### config.mk
export PLATFORM = sky130hd
export DESIGN_NAME = softmax_exp_accumulator
export DESIGN_NICKNAME = d
export VERILOG_FILES = /design/src/rtl/softmax_pkg.sv /design/src/rtl/softmax_exp_buffer.sv /design/src/rtl/softmax_exp_accumulator.sv
export SDC_FILE = /design/constraint.sdc
export NUM_CORES = 1
export LEC_CHECK = 0
export BUFFER_PORTS_ARGS = -buffer_cell sky130_fd_sc_hd__buf_2
export CORE_ASPECT_RATIO = 1.75
export CORE_UTILIZATION = 56
export DETAILED_ROUTE_END_ITERATION = 16
export GPL_TIMING_DRIVEN = 0
export HOLD_SLACK_MARGIN = 0.15
export PLACE_DENSITY = 0.81
export SKIP_CTS_REPAIR_TIMING = 1
export SLEW_MARGIN = 20
export SYNTH_ARGS = -nofsm -noshare
export SYNTH_HDL_FRONTEND = slang
export SYNTH_SLANG_ARGS = --single-unit
### constraint.sdc
create_clock -name clk -period 2.8 [get_ports clk]
set_clock_uncertainty 0.05 [all_clocks]
set_input_delay 0.56 -clock clk [delete_from_list [all_inputs] [get_ports clk]]
set_output_delay 0.56 -clock clk [all_outputs]
set_load 0.01 [all_outputs]
### src/rtl/softmax_pkg.sv
// Shared widths and FSM encoding for the softmax datapath
// (exponential accumulator feeding the 8-by-32 array divider).
package softmax_pkg;
  localparam int EXP_W = 8;
  localparam int SUM_W = 32;

  typedef enum logic {
    ACCUM = 1'b0,
    DRAIN = 1'b1
  } state_t;
endpackage

### src/rtl/softmax_exp_buffer.sv
// DEPTH x EXP_W element store: synchronous write, combinational read.
// Storage has no reset; stale entries are never read because the read
// pointer only covers elements written in the current vector.
module softmax_exp_buffer
  import softmax_pkg::*;
#(
  parameter int DEPTH = 64,
  parameter int IDX_W = $clog2(DEPTH)
) (
  input  logic             clk,
  input  logic             wr_en,
  input  logic [IDX_W-1:0] wr_addr,
  input  logic [EXP_W-1:0] wr_data,
  input  logic [IDX_W-1:0] rd_addr,
  output logic [EXP_W-1:0] rd_data
);

  logic [EXP_W-1:0] mem_q [DEPTH];

  always_ff @(posedge clk) begin
    if (wr_en) mem_q[wr_addr] <= wr_data;
  end

  assign rd_data = mem_q[rd_addr];

endmodule

### src/rtl/softmax_exp_accumulator.sv
// Buffers one vector of exponentials while summing them, then replays each
// element paired with the final sum as (dividend, divisor) for the divider.
module softmax_exp_accumulator
  import softmax_pkg::*;
#(
  parameter int DEPTH = 64,
  parameter int IDX_W = $clog2(DEPTH)
) (
  input  logic             clk,
  input  logic             rst,
  input  logic             in_valid,
  output logic             in_ready,
  input  logic [EXP_W-1:0] in_data,
  input  logic             in_last,
  output logic             out_valid,
  input  logic             out_ready,
  output logic [EXP_W-1:0] out_x,
  output logic [SUM_W-1:0] out_y,
  output logic             out_last,
  output logic [IDX_W-1:0] out_index,
  output logic             zero_sum,
  output logic             len_error
);

  // Handshake: a transfer happens on a rising edge where valid and ready are
  // both high; a producer holding valid keeps its payload stable until then.

  // One extra bit so a full buffer (count == DEPTH) is representable.
  localparam int CNT_W = IDX_W + 1;

  state_t           state_q, state_d;
  logic [CNT_W-1:0] count_q, count_d;
  logic [SUM_W-1:0] sum_q, sum_d;
  logic [IDX_W-1:0] rd_ptr_q, rd_ptr_d;
  logic             len_error_q, len_error_d;

  logic             wr_en;
  logic [EXP_W-1:0] rd_data;
  logic             full_beat;
  logic             last_hit;

  softmax_exp_buffer #(
    .DEPTH(DEPTH),
    .IDX_W(IDX_W)
  ) u_buf (
    .clk    (clk),
    .wr_en  (wr_en),
    .wr_addr(count_q[IDX_W-1:0]),
    .wr_data(in_data),
    .rd_addr(rd_ptr_q),
    .rd_data(rd_data)
  );

  assign full_beat = (count_q == CNT_W'(DEPTH - 1));
  assign last_hit  = ({1'b0, rd_ptr_q} == (count_q - CNT_W'(1)));

  always_ff @(posedge clk or posedge rst) begin
    if (rst) begin
      state_q     <= ACCUM;
      count_q     <= '0;
      sum_q       <= '0;
      rd_ptr_q    <= '0;
      len_error_q <= 1'b0;
    end else begin
      state_q     <= state_d;
      count_q     <= count_d;
      sum_q       <= sum_d;
      rd_ptr_q    <= rd_ptr_d;
      len_error_q <= len_error_d;
    end
  end

  always_comb begin
    state_d     = state_q;
    count_d     = count_q;
    sum_d       = sum_q;
    rd_ptr_d    = rd_ptr_q;
    len_error_d = 1'b0;
    wr_en       = 1'b0;
    case (state_q)
      ACCUM: begin
        if (in_valid) begin
          wr_en   = 1'b1;
          count_d = count_q + CNT_W'(1);
          sum_d   = sum_q + SUM_W'(in_data);
          if (in_last || full_beat) begin
            state_d     = DRAIN;
            rd_ptr_d    = '0;
            len_error_d = !in_last;
          end
        end
      end
      DRAIN: begin
        if (out_ready) begin
          rd_ptr_d = rd_ptr_q + IDX_W'(1);
          if (last_hit) begin
            state_d  = ACCUM;
            count_d  = '0;
            sum_d    = '0;
            rd_ptr_d = '0;
          end
        end
      end
      default: state_d = ACCUM;
    endcase
  end

  // Payload outputs are forced to zero outside DRAIN so idle values are defined.
  always_comb begin
    in_ready  = (state_q == ACCUM);
    out_valid = (state_q == DRAIN);
    out_x     = out_valid ? rd_data : '0;
    out_y     = out_valid ? sum_q : '0;
    out_last  = out_valid && last_hit;
    out_index = out_valid ? rd_ptr_q : '0;
    zero_sum  = out_valid && (sum_q == '0);
    len_error = len_error_q;
  end

  a_y_ge_x: assert property (@(posedge clk) disable iff (rst)
    out_valid |-> (out_y >= SUM_W'(out_x)));

  a_no_in_hs_in_drain: assert property (@(posedge clk) disable iff (rst)
    (state_q == DRAIN) |-> !(in_valid && in_ready));

  a_out_stable: assert property (@(posedge clk) disable iff (rst)
    (out_valid && !out_ready) |=> (out_valid && $stable(out_x) && $stable(out_y)
      && $stable(out_last) && $stable(out_index) && $stable(zero_sum)));

endmodule

=== Yosys cells after proc, flatten, opt, wreduce, memory -nomap -nowiden ===
Memory sizes are Yosys's and may differ from the RTL's.
Index checks and enable logic that the tools add are counted.

* Memories kept: 1
* Bits in registers: 47
* Memory bits (writable): 512
* Logic and storage cells: 52

* Mux-type cells: 28
* Bitwise logic cells: 1
* Equal/unequal tests: 6
* Add/sub/neg operators: 4
* Reduce and logical (&&, ||, !) cells: 7

{| class="wikitable"
|+ Memory list
! name !! words !! bits a word !! read ports !! clocked after Yosys merged registers in !! write ports !! RTL line !! source
|-
| u_buf.mem_q || 64 || 8 || 1 || 0 || 1 || softmax_exp_buffer.sv:18 || <nowiki>logic [EXP_W-1:0] mem_q [DEPTH];</nowiki>
|}

{| class="wikitable"
|+ Operator list
! cell !! count
|-
| 2-to-1 mux 32 bit || 4
|-
| case mux 32 bit (2 select lines) || 1
|-
| adder 32 x 8 -> 32 bit || 1
|-
| zero test 32 bit || 1
|-
| 2-to-1 mux 6 bit || 5
|-
| 2-to-1 mux 7 bit || 3
|-
| case mux 7 bit (2 select lines) || 1
|-
| case mux 6 bit (2 select lines) || 1
|-
| 2-to-1 mux 1 bit || 11
|-
| 2-to-1 mux 8 bit || 1
|-
| adder 7 x 1 -> 7 bit, second input constant || 1
|-
| equality test 6 x 7 -> 1 bit || 1
|-
| equality test 7 x 6 -> 1 bit, second input constant || 1
|-
| subtractor 7 x 1 -> 7 bit, second input constant || 1
|-
| adder 6 x 1 -> 6 bit, second input constant || 1
|-
| AND reduction 3 bit || 2
|-
| inequality test 2 x 1 -> 1 bit, second input constant || 2
|-
| inequality test 2 bit, second input constant || 2
|-
| logical AND 1 bit || 2
|-
| case mux 1 bit (2 select lines) || 1
|-
| zero test 1 bit || 1
|-
| logical OR 1 bit || 1
|-
| inverter 1 bit || 1
|}

=== Depth between registers and ports, before layout ===
* Depth in word-level cells: 5
* Depth in mapped cells: 10

=== Modules after synthesis ===
Synthesis repeated with hierarchy kept, for this count alone.

* Cells, all modules: 1301
* Area total of the unflattened synthesis: 23356.2 µm²

{| class="wikitable"
|+ By module, submodules not included
! module !! area an instance (µm²) !! seq. area each (µm²) !! times used !! cells an instance
|-
| softmax_exp_buffer || 20006.7 || 15374.7 || 1 || 932
|-
| softmax_exp_accumulator || 3349.5 || 1176.1 || 1 || 369
|}

=== Worst setup path before layout ===
No wires, ideal clock.

* Kind: register -> output
* Start point: reg rd_ptr_q[0]
* End point: out out_x[0]
* Cell stages (with the launch flop): 7
* Slack: -0.264 ns
* Arrival: 2.454 ns
* Path through: dfrtp_1 > clkbuf_1 > buf_2 > buf_1 > mux4_2 > a221oi_1 > o221ai_1

* Longest elaborated chain between the ends: 2

{| class="wikitable"
|+ Ends and longest elaborated chain
! what !! RTL line !! source
|-
| start, declared || softmax_exp_accumulator.sv:34 || <nowiki>logic [IDX_W-1:0] rd_ptr_q, rd_ptr_d;</nowiki>
|-
| start signal, assigned || softmax_exp_accumulator.sv:68 || <nowiki>rd_ptr_q <= rd_ptr_d;</nowiki>
|-
| memory (64 x 8 bit) || -- ||
|-
| 2-to-1 mux 8 bit || softmax_exp_accumulator.sv:112 || <nowiki>out_x = out_valid ? rd_data : '0;</nowiki>
|-
| end, declared || softmax_exp_accumulator.sv:17 || <nowiki>output logic [EXP_W-1:0] out_x,</nowiki>
|}

Every way passes these cells.

=== Final worst setup path ===
* Start point: reg rd_ptr_q[0]
* End point: out out_x[5]

The elaborated chain is that of the path after synthesis.

==> metrics.cfg <==
[yosys]
synth_seq_area_share_pct = 72.4
synth_edf_count = 512
synth_area_per_cell_um2 = 18.2
synth_cell_types = 58
synth_cells = 1253
async_flop_share_pct = 8.41
syn-num-nets = 1278
synth_top_area_share_pct = 67.2
synthTopCellsByArea = edfxtp_1 67%, mux4_2 13%, dfrtp_1 5.1%
ys_ff_latch = 559
synthFlopType = edfxtp_1
yosys_warnings = 0
synth_area_leader_cell = edfxtp_1
syn_area_um2 = 22900

[pwr]
total_power_mw = 25.5
leakagePower_nw = 8.87
ir_drop_mv = 0.614
power_density_nw_per_um2 = 947

[detailed_routing]
post_drt_wl_per_cell_um = 29.7
highest_layer = met4
num_vias = 13205
first_pass_iters = 5
ant_nets = 0
wl_met1_um = 19800
routed_wl_um = 58800
drc = 0
via_per_inst = 6.68
wl_met2_um = 30600
wl_met3_um = 4990
drt-initial-drc-count = 1602

[timing]
hold_viol = 0
rsz0062_at_grt = yes
setup_viol = 88
finalMaxSlewViolations = 0
fmax_mhz = 275
worst_pin_slew_ns = 1.14
slew_headroom_pct = 23.8
period_needed_ns = 3.63
finalCritPeriodShare_pct = 130
setup_slack_ns = -0.831

[clock_tree]
cts_buffers = 45
cts_num_sinks = 559
cts_tree = yes
clkTransAtPathRegs_ns = 0.07
clk_latency_ns = 0.58
clk_path_buf_depth = 3
htreeDepth = 2
cts_root_buffer = clkbuf_16

[setup_path]
crit_type = flop to output pin
path_cells = buf_12 > clkbuf_16 > mux4_2 > nor2b_1 > a211oi_4 > nor3_2 > nor2_2 > o221ai_2 > buf_2
cp.required_ns = 2.19
cp-start-kind = flop
r2r_cells = 11
endpoint_kind = output pin
cp_slowest_cell = mux4_2
r2r-start = count_q[0]$_DFFE_PP0P_
critical-path-max-stage-delay_ns = 0.50
critPathMaxFanout = 6
reg2reg_to = sum_q[24]$_DFFE_PP0P_
arrival_ns = 3.02
rrSetupSlack_ns = -0.13

[floorplanning]
dieArea_um2 = 41700
die_w_um = 155
initial_core_util_pct = 56.9
io_pins = 64
coreArea_um2 = 40200
dieHeight_um = 269
rows = 97

[grt]
grt-ovfl-total = 0
track_usage_pct = 27.1
antenna_found_initial = 0
grt_first_pass_wirelength_um = 82000
grt_pass1_vias = 13091
grt_max_degree = 67

[place]
port_buffers = 63
hpwlAfterDp_um = 35300
place_inst = 1862
gp_congestion = 0.908

[run_status]
status = finished, violations left
violations = negative setup slack

[flow_run]
maxCapViolCount = 0

[finish]
drive_above_1_share_pct = 34.0
diodes = 0
area_growth_pct = 17.8
stdcell_count = 1978
final_nets = 1424
fillerInstances = 2435

[min_path]
hp-class = primary input to flop
hp-start = out_ready
timing.hold.worst_path_depth = 3
holdPathEnd = out_valid$_DFF_PP0_

## kinds of logic (layout without fill, tap and decap cells)
group | Yosys count | after routing | share of synthesized area [%]
flops | 559 | 559 | 72.4
simple gates | 293 | 293 | 6.51
mux | 154 | 154 | 13.9
compound gates | 129 | 129 | 4.20
buf+inv | 89 | 270 | 1.71
xor+xnor | 17 | 17 | 0.651
fa+ha+maj | 12 | 12 | 0.690
## state kept, by name, indices dropped and copies added (netlist names)
| signal | cells |
|---|---|
| rd_ptr_q | 6 |
| out_valid | 1 |
| len_error | 1 |
| sum_q | 32 |
| count_q | 7 |
| u_buf.mem_q | 512 |
## how the worst max path moves through the flow
stage,from,end,slack (ns),cells after the start
2_1_floorplan,count_q[0]$_DFFE_PP0P_,out_last,-0.09,8
3_3_place_gp,rd_ptr_q[1]$_DFFE_PP0P_,out_x[0],-1.47,9
3_5_place_dp,rd_ptr_q[1]$_DFFE_PP0P_,out_x[4],-1.45,9
4_1_cts,rd_ptr_q[1]$_DFFE_PP0P_,out_x[4],-2.14,9
5_1_grt,rd_ptr_q[0]$_DFFE_PP0P_,out_x[5],-0.90,9
6_report,rd_ptr_q[0]$_DFFE_PP0P_,out_x[5],-0.83,9
## per-layer routing
metal / vias to the layer above / GRT usage (%)
met5: - / 0
met4: 0 / 16.4
met3: 186 / 3.60
met2: 909 / 46.3
met1: 6761 / 32.7
li1: 5349 / -
## placed cells by master (no fill, tap or decap), drive strengths merged, types with 9 or more instances in the layout
master    n
edfxtp  512
buf     139
mux4    130
clkbuf   96
nor2     84
dfrtp    47
nand2    46
and2     41
nand3    38
o21ai    25
mux2i    24
a22o     16
clkinv   16
a221oi   16
o22ai    14
nor2b    12
a211oi   12
nor3     12
ha       11
nand4    10
or2      10
inv      10
xnor2     9
## power breakdown
group	switching, mW	internal (mW)	total [mW]
Clock	2.94	3.79	6.74
Sequential	0.282	9.32	9.61
Combinational	5.03	4.14	9.17
Total	8.25	17.3	25.5
## layout make-up
type | instances | area (µm²) | area share [%]
Buffer | 73 | 638 | 2.37
Clock buffer | 58 | 1280 | 4.74
Clock inverter | 24 | 284 | 1.05
Inverter | 9 | 37.5 | 0.139
Multi-Input combinational cell | 605 | 6650 | 24.7
Sequential cell | 559 | 16600 | 61.5
Tap cell | 544 | 681 | 2.53
Timing Repair Buffer | 106 | 821 | 3.05
## cell usage after synthesis, types with 9 or more instances
library cell  count
o21ai_0          21
a221oi_1         16
a211oi_1         12
mux4_2          130
nor3_1           12
xnor2_1           9
mux2i_1          24
buf_2            11
nor2b_1          12
nor2_1           84
nand2_1          46
ha_1             11
clkbuf_1         49
and2_1           41
o22ai_1          14
buf_1            13
edfxtp_1        512
inv_1             9
dfrtp_1          47
a22o_1           16
nand4_1          10
nand3_1          36
or2_2            10
## metrics by stage
step                TNS [ns]  hold slack (ns)  utilization, %  cell area (µm²)  setup slack [ns]
floorplan             -0.100            0.411               -            22900           -0.0902
global placement     -181.34            0.446            59.5            23900             -1.47
detailed placement   -215.38            0.455            59.6            23900             -1.45
CTS                  -248.42          -0.0984            63.5            25500             -2.14
global route          -20.95            0.282            67.1            26900            -0.903
finish                -11.95            0.246            67.1            26900            -0.831
## worst max-delay path, delay by kind of cell (launching register included)
family | cells | cell delay (ns)
AO/OA/AOI/OAI | 2 | 0.49
buffers and inverters | 3 | 0.51
flip-flops | 1 | 0.43
multiplexers | 1 | 0.50
AND/OR/NAND/NOR | 3 | 0.49
Power figures use the tool's default switching activity.
